[config.mk]
export PLATFORM = sky130hd
export DESIGN_NAME = toll_lane_arbiter_flat
export DESIGN_NICKNAME = d
export VERILOG_FILES = /design/src/rtl/toll_lane_if.sv /design/src/rtl/toll_lane_arbiter.sv /design/src/flat_wrapper.sv
export SDC_FILE = /design/constraint.sdc
export NUM_CORES = 1
export LEC_CHECK = 0
export CORE_MARGIN = 4
export CORE_UTILIZATION = 30
export DETAILED_ROUTE_END_ITERATION = 10
export PLACE_DENSITY = 0.62
export SYNTH_ARGS = -nofsm -noshare
export SYNTH_HDL_FRONTEND = slang
export SYNTH_SLANG_ARGS = --single-unit
[constraint.sdc]
create_clock -name clk -period 1.9 [get_ports clk]
set_input_delay 0.38 -clock clk [delete_from_list [all_inputs] [get_ports clk]]
set_output_delay 0.38 -clock clk [all_outputs]
set_load 0.03 [all_outputs]
[src/rtl/toll_lane_if.sv]
// Handshake bundle between the toll lanes, the shared payment processor and the arbiter.
interface toll_lane_if;
    logic [3:0] lane_req;
    logic [7:0] lane_class;
    logic       maintenance_mode;
    logic       proc_done;
    logic       proc_ok;
    logic       proc_start;
    logic [1:0] proc_lane;
    logic [1:0] proc_class;
    logic [3:0] lane_ack;
    logic [3:0] lane_ok;
    logic       busy;
    logic [7:0] timeout_count;

    modport slave (
        input  lane_req, lane_class, maintenance_mode, proc_done, proc_ok,
        output proc_start, proc_lane, proc_class, lane_ack, lane_ok, busy, timeout_count
    );

    modport master (
        output lane_req, lane_class, maintenance_mode, proc_done, proc_ok,
        input  proc_start, proc_lane, proc_class, lane_ack, lane_ok, busy, timeout_count
    );
endinterface

[src/rtl/toll_lane_arbiter.sv]
// Round-robin arbiter sharing one payment processor among four toll lanes,
// with a per-transaction watchdog and a saturating abort counter.
module toll_lane_arbiter #(
    parameter logic [7:0] TIMEOUT = 8'd20
) (
    input  logic       clk,
    input  logic       reset,
    toll_lane_if.slave bus
);
    localparam int         NUM_LANES = 4;
    localparam logic [1:0] S_IDLE    = 2'd0;
    localparam logic [1:0] S_ISSUE   = 2'd1;
    localparam logic [1:0] S_WAIT    = 2'd2;
    localparam logic [1:0] S_RESP    = 2'd3;
    localparam logic [7:0] TMO_LAST  = TIMEOUT - 8'd1;

    logic [1:0] state_q, state_d;
    logic [1:0] lane_q, lane_d;
    logic [1:0] class_q, class_d;
    logic [1:0] last_q, last_d;
    logic [7:0] timer_q, timer_d;
    logic [7:0] tcnt_q, tcnt_d;
    logic       result_q, result_d;

    logic       rr_hit;
    logic [1:0] rr_idx;
    logic [1:0] rr_cand;

    // Search starts just past the last served lane, so a lane that keeps
    // requesting after its ack lands behind every other requester.
    always_comb begin
        rr_hit  = 1'b0;
        rr_idx  = 2'd0;
        rr_cand = 2'd0;
        for (int k = 1; k <= NUM_LANES; k++) begin
            rr_cand = last_q + 2'(k);
            if (!rr_hit && bus.lane_req[rr_cand]) begin
                rr_hit = 1'b1;
                rr_idx = rr_cand;
            end
        end
    end

    always_comb begin
        state_d  = state_q;
        lane_d   = lane_q;
        class_d  = class_q;
        last_d   = last_q;
        timer_d  = timer_q;
        tcnt_d   = tcnt_q;
        result_d = result_q;
        case (state_q)
            S_IDLE: begin
                if (!bus.maintenance_mode && rr_hit) begin
                    lane_d  = rr_idx;
                    class_d = bus.lane_class[{rr_idx, 1'b0} +: 2];
                    state_d = S_ISSUE;
                end
            end
            S_ISSUE: begin
                timer_d = 8'd0;
                state_d = S_WAIT;
            end
            S_WAIT: begin
                // A real answer in the last allowed cycle beats the watchdog.
                if (bus.proc_done) begin
                    result_d = bus.proc_ok;
                    state_d  = S_RESP;
                end else if (timer_q == TMO_LAST) begin
                    result_d = 1'b0;
                    tcnt_d   = (tcnt_q == 8'hFF) ? tcnt_q : tcnt_q + 8'd1;
                    state_d  = S_RESP;
                end else begin
                    timer_d = timer_q + 8'd1;
                end
            end
            default: begin
                last_d  = lane_q;
                state_d = S_IDLE;
            end
        endcase
    end

    always_ff @(posedge clk or posedge reset) begin
        if (reset) begin
            state_q  <= S_IDLE;
            lane_q   <= 2'd0;
            class_q  <= 2'd0;
            last_q   <= 2'd3;
            timer_q  <= 8'd0;
            tcnt_q   <= 8'd0;
            result_q <= 1'b0;
        end else begin
            state_q  <= state_d;
            lane_q   <= lane_d;
            class_q  <= class_d;
            last_q   <= last_d;
            timer_q  <= timer_d;
            tcnt_q   <= tcnt_d;
            result_q <= result_d;
        end
    end

    assign bus.proc_start    = (state_q == S_ISSUE);
    assign bus.busy          = (state_q != S_IDLE);
    assign bus.proc_lane     = lane_q;
    assign bus.proc_class    = class_q;
    assign bus.timeout_count = tcnt_q;

    for (genvar i = 0; i < NUM_LANES; i++) begin : g_lane
        assign bus.lane_ack[i] = (state_q == S_RESP) && (lane_q == 2'(i));
        assign bus.lane_ok[i]  = (state_q == S_RESP) && (lane_q == 2'(i)) && result_q;
    end
endmodule

[src/flat_wrapper.sv]
// flat-port wrapper written by rule: the top's interface ports become plain ports
module toll_lane_arbiter_flat 
#(
    parameter logic [7:0] TIMEOUT = 8'd20
)
  (clk, reset, bus_lane_req, bus_lane_class, bus_maintenance_mode, bus_proc_done, bus_proc_ok, bus_proc_start, bus_proc_lane, bus_proc_class, bus_lane_ack, bus_lane_ok, bus_busy, bus_timeout_count);
  toll_lane_if bus_i ();
  input  logic clk;
  input  logic reset;
  input wire logic [$bits(bus_i.lane_req)-1:0] bus_lane_req;
  input wire logic [$bits(bus_i.lane_class)-1:0] bus_lane_class;
  input wire logic [$bits(bus_i.maintenance_mode)-1:0] bus_maintenance_mode;
  input wire logic [$bits(bus_i.proc_done)-1:0] bus_proc_done;
  input wire logic [$bits(bus_i.proc_ok)-1:0] bus_proc_ok;
  output wire logic [$bits(bus_i.proc_start)-1:0] bus_proc_start;
  output wire logic [$bits(bus_i.proc_lane)-1:0] bus_proc_lane;
  output wire logic [$bits(bus_i.proc_class)-1:0] bus_proc_class;
  output wire logic [$bits(bus_i.lane_ack)-1:0] bus_lane_ack;
  output wire logic [$bits(bus_i.lane_ok)-1:0] bus_lane_ok;
  output wire logic [$bits(bus_i.busy)-1:0] bus_busy;
  output wire logic [$bits(bus_i.timeout_count)-1:0] bus_timeout_count;
  assign bus_i.lane_req = bus_lane_req;
  assign bus_i.lane_class = bus_lane_class;
  assign bus_i.maintenance_mode = bus_maintenance_mode;
  assign bus_i.proc_done = bus_proc_done;
  assign bus_i.proc_ok = bus_proc_ok;
  assign bus_proc_start = bus_i.proc_start;
  assign bus_proc_lane = bus_i.proc_lane;
  assign bus_proc_class = bus_i.proc_class;
  assign bus_lane_ack = bus_i.lane_ack;
  assign bus_lane_ok = bus_i.lane_ok;
  assign bus_busy = bus_i.busy;
  assign bus_timeout_count = bus_i.timeout_count;
  toll_lane_arbiter #(.TIMEOUT(TIMEOUT)) u_core (.clk(clk), .reset(reset), .bus(bus_i));
endmodule
==> results of run 1 <==
## registers in the layout, indices dropped and copies added, names as in the netlist
name / cells
u_core.last_q: 2
u_core.state_q: 2
u_core.result_q: 1
u_core.bus.proc_class: 2
u_core.timer_q: 8
u_core.bus.timeout_count: 8
u_core.bus.proc_lane: 2
## area by class of cell
| cell class | count | area share |
|---|---|---|
| multi-input combinational | 106 | 0.369 |
| sequential | 25 | 0.300 |
| timing repair buffer | 62 | 0.262 |
| tap | 52 | 0.0311 |
| clock buffer | 3 | 0.0197 |
| inverter | 9 | 0.0161 |
| clock inverter | 1 | 0.00239 |
## power by group through the flow
stage / clock network (uW) / logic (uW) / registers (uW)
2_1_floorplan: 0 / 580 / 854
6_report: 315 / 1190 / 764
5_1_grt: 348 / 1310 / 785
3_3_place_gp: 0 / 1150 / 771
4_1_cts: 336 / 1160 / 762
3_5_place_dp: 0 / 1160 / 772
## worst max-delay path by stage
| stage | start | endpoint | slack, ps |
|---|---|---|---|
| final | u_core.bus.timeout_count[6] | bus_timeout_count[6] | 80 |
| after global routing | u_core.state_q[0] | u_core.bus.timeout_count[2] | 10 |
| after CTS | u_core.timer_q[5] | u_core.bus.timeout_count[1] | 50 |
| after detailed placement | bus_lane_req[1] | u_core.state_q[1] | -240 |
| after global placement | bus_lane_req[1] | u_core.state_q[1] | -130 |
| after floorplan | u_core.bus.timeout_count[0] | u_core.bus.timeout_count[1] | 20 |
## cell families after synthesis
logic type | count (synthesis)
AO/OA/AOI/OAI | 20
multiplexers | 6
adder cells (fa/ha/maj) | 7
XOR/XNOR | 13
buffers and inverters | 11
AND/OR/NAND/NOR | 60
flip-flops | 25
## per-stage QoR
stage | power (uW) | cell area (um^2) | utilization | hold slack (ps) | setup WS (ps)
3_3_place_gp | 1920 | 2010 | 0.453 | 486 | -130
5_1_grt | 2450 | 2090 | 0.471 | 454 | 10.1
6_report | 2270 | 2090 | 0.471 | 413 | 83.1
4_1_cts | 2260 | 2060 | 0.463 | 420 | 47.8
2_1_floorplan | 1430 | 1410 | - | 406 | 17.5
3_5_place_dp | 1930 | 2010 | 0.453 | 495 | -237
## metal layers
layer,routed length [um],vias up,global-route usage
met5,0,-,0
met4,10,0,0.0217
met3,117,2,0.0319
met2,1590,19,0.197
met1,1590,570,0.158
li1,-,629,-
## repair_timing
item,4_1_cts,5_1_grt
endpoints found under the setup margin,1,13
gates resized for setup,1,9
cloned,0,0
pin swaps,0,1
buffers inserted,0,1
## cell usage in the layout (no fill, tap or decap), drive strengths merged
cell           synthesis  routed
xor2                   6       6
and3                   5       5
nand2                  9       9
dfrtp                 23      23
inv                    9       9
a21oi                  2       2
nand3                  7       7
xnor2                  7       7
dfstp                  2       2
nand2b                 4       4
nor3                   3       3
a31oi                  2       2
a32o                   1       1
nor4                   2       2
clkdlybuf4s50          0      28
nand4b                 1       1
clkbuf                 2       3
nor3b                  2       2
a311oi                 1       1
nand4                  5       5
nor2b                  4       4
a21o                   2       2
nor2                  16      16
and4                   1       1
ha                     7       7
a211oi                 4       4
buf                    0      33
o2bb2ai                1       1
o21ai                  6       6
mux2i                  2       2
dlygate4sd2            0       1
o221ai                 1       1
or2                    1       1
mux2                   4       4
clkinv                 0       1
==> metrics.md, run 1 <==
| Metric | Value |
|---|---|
| DR WL/cell | `12.8 um` |
| Most instantiated library cell after synthesis | `sky130_fd_sc_hd__dfrtp_1` |
| Synth top cells by count | `sky130_fd_sc_hd__dfrtp_1, sky130_fd_sc_hd__nor2_1, sky130_fd_sc_hd__inv_1, sky130_fd_sc_hd__nand2_1` |
| CTS sink count | `25` |
| Top flip-flop cell by instance count after synthesis | `sky130_fd_sc_hd__dfrtp_1` |
| Cells after Synth | `142` |
| Flip-flop and latch area | `628 um^2` |
| DPL Wire Length | `2640 um` |
| Sequential group share of total power | `0.337` |
| TNS Setup | `0 ps` |
| Initial Util | `0.317` |
| Largest net degree at the start of global routing | `17` |
| Internal Dissipation | `1380 uW` |
| Area occupied by multi-input gates | `772 um^2` |
| Total stage count of the critical path | `1` |
| CTS Hold Bufs | `0` |
| DRC marker count from the first detailed-route iteration | `39` |
| Die Span Y | `76.5 um` |
| Buffer and inverter count on the worst path | `1` |
| Layout fillers | `449` |
| Main combinational cell family by area after synthesis | `simple AND/OR/NAND/NOR gates` |
| HP Class | `input pin to async pin` |
| Largest cells by area after synthesis | `sky130_fd_sc_hd__dfrtp_1, sky130_fd_sc_hd__ha_1, sky130_fd_sc_hd__xnor2_1` |
| Type of destination of the critical path | `output port` |
| Number of DRC violations after detailed routing | `0` |
| Global-route wire length before repair | `5820 um` |
| Setup CP Type | `flop to output port` |
| Element type at the critical path start | `flop` |
| Number of unique standard cell types used by synthesis | `33` |
| XOR/XNOR share of the synthesized area | `0.0808` |
| R2r startpoint | `u_core.bus.timeout_count[1]` |
| Max-cap check violation count | `0` |
| Chip Width | `76.5 um` |
| Number of vias after detailed routing | `1220` |
| CTS Buf Count | `3` |
| Worst Reg-to-Reg Cells | `4` |
| Minimum clock period | `1820 ps` |
| Clock Latency Late Sink | `270 ps` |
| Reported leakage power | `0.000981 uW` |
| CTS Root Buffer Type | `sky130_fd_sc_hd__clkbuf_8` |
| First-pass DRT Iterations | `4` |
| Endpoints failing hold | `0` |
| Sequence of cells on the critical path | `clkdlybuf4s50_1` |
| Fraction of layout cells with a size suffix above 1 | `0.262` |
| Non-filler instance count after layout | `258` |
| FF+latch count, synth | `25` |
| Maximum resistive drop on vdd | `0.000606 V` |
| Max Transition Viols Final | `0` |
| Portion of synthesized cell area occupied by the leading cell type | `0.409` |
| Final setup violation count | `0` |
| Share of cell area taken by muxes after synthesis | `0.0462` |
| TritonCTS clock tree | `done` |
| Count of input and output buffers | `38` |
| End of the worst register-to-register path | `u_core.bus.timeout_count[1]` |
| Synth-to-Final Area Change | `48.7%` |
| Placed Cells incl. Taps | `253` |
| Async set or reset register ratio after synthesis | `1.00` |
| Area share of and/or/nand/nor cells after synthesis | `0.228` |
| Power density normalized to cell area | `1080 nW/um^2` |
| Slew headroom | `0.689` |
| Total global routing track utilization | `0.119` |
| ANT cells | `0` |
| Area enclosed by the die boundary | `5860 um^2` |
| Total number of placement rows | `24` |
| Worst path arrival time | `1440 ps` |
| Delay-heaviest family, CP | `buffers and inverters` |
| Unrepaired setup endpoints after global routing | `no` |
| Via density per instance | `4.73` |
| Crit share post-route | `0.956` |
| Switching power of the nets | `888 uW` |
| Peak Freq | `550 MHz` |
| Post-synth EDFFs | `0` |
| Mean area per synthesized cell | `9.92 um^2` |
| Slew at the pin closest to its max-slew limit | `466 ps` |
| Critical Path Max Stage Delay | `710 ps` |
| Placeable core region | `4440 um^2` |
| Proportion of power drawn by combinational gates | `0.524` |
| Clock group share of total power | `0.139` |
| Nets | `231` |
| Clock H-tree levels | `1` |
| Max Root-Sink Buffers | `2` |
| Global route overflow | `0` |
| Synth Area in Compound Gates | `0.107` |
| Area of the mapped netlist | `1410 um^2` |
| Run status | `complete, no violations` |
| R2R Setup Slk | `130 ps` |
| Drt total wl | `3310 um` |
| CP Max Fanout | `4` |
| Via count of the first global-routing pass | `1262` |
| Post-synthesis cell type with the largest combined area | `sky130_fd_sc_hd__dfrtp_1` |
| Final antenna-violating net count | `0` |
| Top Ports | `39` |
| Seq/Total Area, Yosys | `0.446` |
| Routability-driven placement congestion ratio | `0.816` |
| Synthesis warning total | `0` |
| Clock slew at reported path FFs | `90 ps` |
| Required @ worst endpoint | `1520 ps` |
| Arithmetic-cell share of the synthesized area counting full adders, half adders and majority gates | `0.0622` |
| Antenna violations before repair | `0` |
| Worst clock skew on the final layout | `3.82 ps` |
| Mapped Nets | `166` |
| Net switching fraction of the power | `0.391` |
| Max stage delay cell, worst path | `sky130_fd_sc_hd__clkdlybuf4s50_1` |
Note: power is estimated with default switching activity, not from simulation.
==> run 2: changes to the inputs <==
Settings changed: CORE_UTILIZATION 30 to 43, PLACE_DENSITY 0.62 to unset, PLACE_DENSITY_LB_ADDON set to 0.1.
==> run 2 against run 1 <==
Against the previous run: via count grew 4.5%; clock-buffer cell count unchanged; highest routed layer unchanged; global-route usage grew 4.4 points; combinational power about the same; critical path type unchanged.
==> metrics.md, run 2 (same netlist as run 1, synthesis figures left out) <==
| Metric | Value |
|---|---|
| R2r startpoint | `u_core.bus.timeout_count[1]` |
| Max Root-Sink Buffers | `2 (unchanged)` |
| CTS sink count | `25 (unchanged)` |
| R2R Setup Slk | `110 ps (-20 ps)` |
| Max stage delay cell, worst path | `sky130_fd_sc_hd__clkdlybuf4s50_1` |
| Final antenna-violating net count | `0 (unchanged)` |
| Clock H-tree levels | `1 (unchanged)` |
| First-pass DRT Iterations | `4 (unchanged)` |
| Initial Util | `0.454 (+0.137)` |
| ANT cells | `0 (unchanged)` |
| Placeable core region | `3100 um^2 (-30%)` |
| Number of DRC violations after detailed routing | `0 (unchanged)` |
| Placed instance area | `2040 um^2 (+1.4%)` |
| Clock slew at reported path FFs | `150 ps (+60 ps)` |
| CTS Buf Count | `3 (unchanged)` |
| Final setup violation count | `0 (unchanged)` |
| Maximum resistive drop on vdd | `0.000689 V (+14%)` |
| Slew headroom | `0.727 (+0.0375)` |
| Total number of placement rows | `20 (-17%)` |
| Max-cap check violation count | `0 (unchanged)` |
| Nets | `235 (+1.7%)` |
| Worst clock skew on the final layout | `1.80 ps (-2.02 ps)` |
| Top Ports | `39 (unchanged)` |
| Hold Slack | `368 ps (-44.3 ps)` |
| Reported leakage power | `0.00110 uW (+13%)` |
| Most frequent standard cell in the layout excluding fill and tap cells | `sky130_fd_sc_hd__buf_4` |
| Minimum clock period | `1850 ps (+30.4 ps)` |
| Delay-heaviest family, CP | `buffers and inverters` |
| Number of vias after detailed routing | `1275 (+4.5%)` |
| Area enclosed by the die boundary | `4260 um^2 (-27%)` |
| Global route overflow | `0 (unchanged)` |
| Layout fillers | `267 (-41%)` |
| Type of destination of the critical path | `output port` |
| Drt total wl | `3280 um (-1.0%)` |
| Run status | `complete, no violations` |
| TritonCTS clock tree | `done` |
| Buffer and inverter count on the worst path | `1 (unchanged)` |
| Element type at the critical path start | `flop` |
| Global-route wire length before repair | `5550 um (-4.5%)` |
| Routability-driven placement congestion ratio | `0.852 (+4.4%)` |
| Synth-to-Final Area Change | `53.5%` |
| Via density per instance | `5.02 (+6.2%)` |
| DPL Wire Length | `2590 um (-2.0%)` |
| Via count of the first global-routing pass | `1315 (+4.2%)` |
| Required @ worst endpoint | `1520 ps (about the same)` |
| Endpoints failing hold | `0 (unchanged)` |
| Slew at the pin closest to its max-slew limit | `409 ps (-56.5 ps)` |
| Worst Reg-to-Reg Cells | `5 (+1)` |
| Setup CP Type | `flop to output port` |
| Worst path arrival time | `1470 ps (+30 ps)` |
| Clock Latency Late Sink | `320 ps (+50 ps)` |
| CP Max Fanout | `5 (+1)` |
| End of the worst register-to-register path | `u_core.bus.timeout_count[1]` |
| HP Class | `input pin to async pin` |
| DR WL/cell | `12.9 um (+0.53%)` |
| Largest net degree at the start of global routing | `26 (+9)` |
| DRC marker count from the first detailed-route iteration | `66 (+69%)` |
| Chip Width | `65.2 um (-15%)` |
| Power density normalized to cell area | `1050 nW/um^2 (-3.2%)` |
| TNS Setup | `0 ps (unchanged)` |
| Die Span Y | `65.2 um (-15%)` |
| Max Transition Viols Final | `0 (unchanged)` |
| Peak Freq | `541 MHz (-1.6%)` |
| Critical Path Max Stage Delay | `700 ps (about the same)` |
| Antenna violations before repair | `0 (unchanged)` |
| Sequence of cells on the critical path | `clkdlybuf4s50_1` |
| Total global routing track utilization | `0.164 (+0.0444)` |
| Fraction of layout cells with a size suffix above 1 | `0.310 (+0.0474)` |
| Crit share post-route | `0.972 (+0.0160)` |
| Final Cell Area | `2160 um^2 (+3.2%)` |
| Leading cell types in the layout, fill and taps excluded | `sky130_fd_sc_hd__buf_4, sky130_fd_sc_hd__dfrtp_1, sky130_fd_sc_hd__clkdlybuf4s50_1, sky130_fd_sc_hd__nor2_1, sky130_fd_sc_hd__inv_1` |
| Unrepaired setup endpoints after global routing | `yes` |
| CTS Root Buffer Type | `sky130_fd_sc_hd__clkbuf_4` |
| Count of input and output buffers | `38 (unchanged)` |
run 2: changes by cell type in the layout (fill, tap and decap cells not counted), moves of 2 or more:
cell / previous run / this run
sky130_fd_sc_hd__buf_4: 32 / 29
sky130_fd_sc_hd__buf_6: 0 / 4
sky130_fd_sc_hd__clkbuf_2: 0 / 4
sky130_fd_sc_hd__clkbuf_4: 0 / 3
sky130_fd_sc_hd__clkbuf_8: 3 / 0
sky130_fd_sc_hd__clkdlybuf4s50_1: 28 / 21
sky130_fd_sc_hd__dlymetal6s2s_1: 0 / 6
sky130_fd_sc_hd__nor2_1: 16 / 14
sky130_fd_sc_hd__nor2_4: 0 / 2
sky130_fd_sc_hd__nor3_1: 3 / 0
sky130_fd_sc_hd__nor3_2: 0 / 3
sky130_fd_sc_hd__o21ai_0: 3 / 5
sky130_fd_sc_hd__o21ai_1: 3 / 1
run 2: layout make-up:
| type | instances | area (um^2) | area share |
|---|---|---|---|
| Clock buffer | 3 | 22.5 | 0.0104 |
| Clock inverter | 1 | 8.76 | 0.00405 |
| Sequential cell | 25 | 628 | 0.291 |
| Inverter | 9 | 33.8 | 0.0156 |
| Multi-Input combinational cell | 106 | 817 | 0.378 |
| Timing Repair Buffer | 66 | 597 | 0.276 |
| Tap cell | 44 | 55.1 | 0.0255 |
run 2: per-stage QoR:
step	util	worst slack (ps)	power (uW)	instances
6_report	0.697	52.6	2270	254
5_1_grt	0.697	-40.8	2440	254
4_1_cts	0.671	1.83	2200	254
3_5_place_dp	0.657	-150	1930	249
3_3_place_gp	0.657	-82.2	1890	249
2_1_floorplan	-	17.5	1430	142
run 2: worst max-delay path by stage:
stage	start	endpoint	slack [ps]	cells after the start
finish	u_core.bus.proc_lane[0]	bus_proc_lane[0]	50	1
floorplan	u_core.bus.timeout_count[0]	u_core.bus.timeout_count[1]	20	4
global route	u_core.state_q[1]	bus_lane_ok[0]	-40	5
global placement	bus_lane_req[1]	u_core.state_q[1]	-80	5
CTS	u_core.bus.timeout_count[0]	bus_timeout_count[0]	2	2
detailed placement	bus_lane_req[3]	u_core.state_q[1]	-150	5
run 2: layer usage:
layer / share of wire / global-route usage / vias up
met2: 0.52 / 0.293 / 36
met5: 0 / 0 / -
li1: - / - / 635
met1: 0.43 / 0.195 / 602
met3: 0.043 / 0.0274 / 2
met4: 0.0064 / 0.0596 / 0
run 2: power by group:
part | total, uW | leakage (uW) | switching (uW) | internal (uW)
Clock | 258 | 0.0000183 | 172 | 85.7
Combinational | 1220 | 0.000761 | 642 | 576
Sequential | 792 | 0.000324 | 123 | 669
run 2: repair_timing:
action	CTS	global route
pin swaps	0	3
hold buffers	0	0
gates resized for setup	9	30
setup buffers	1	0
endpoints found under the setup margin	6	19
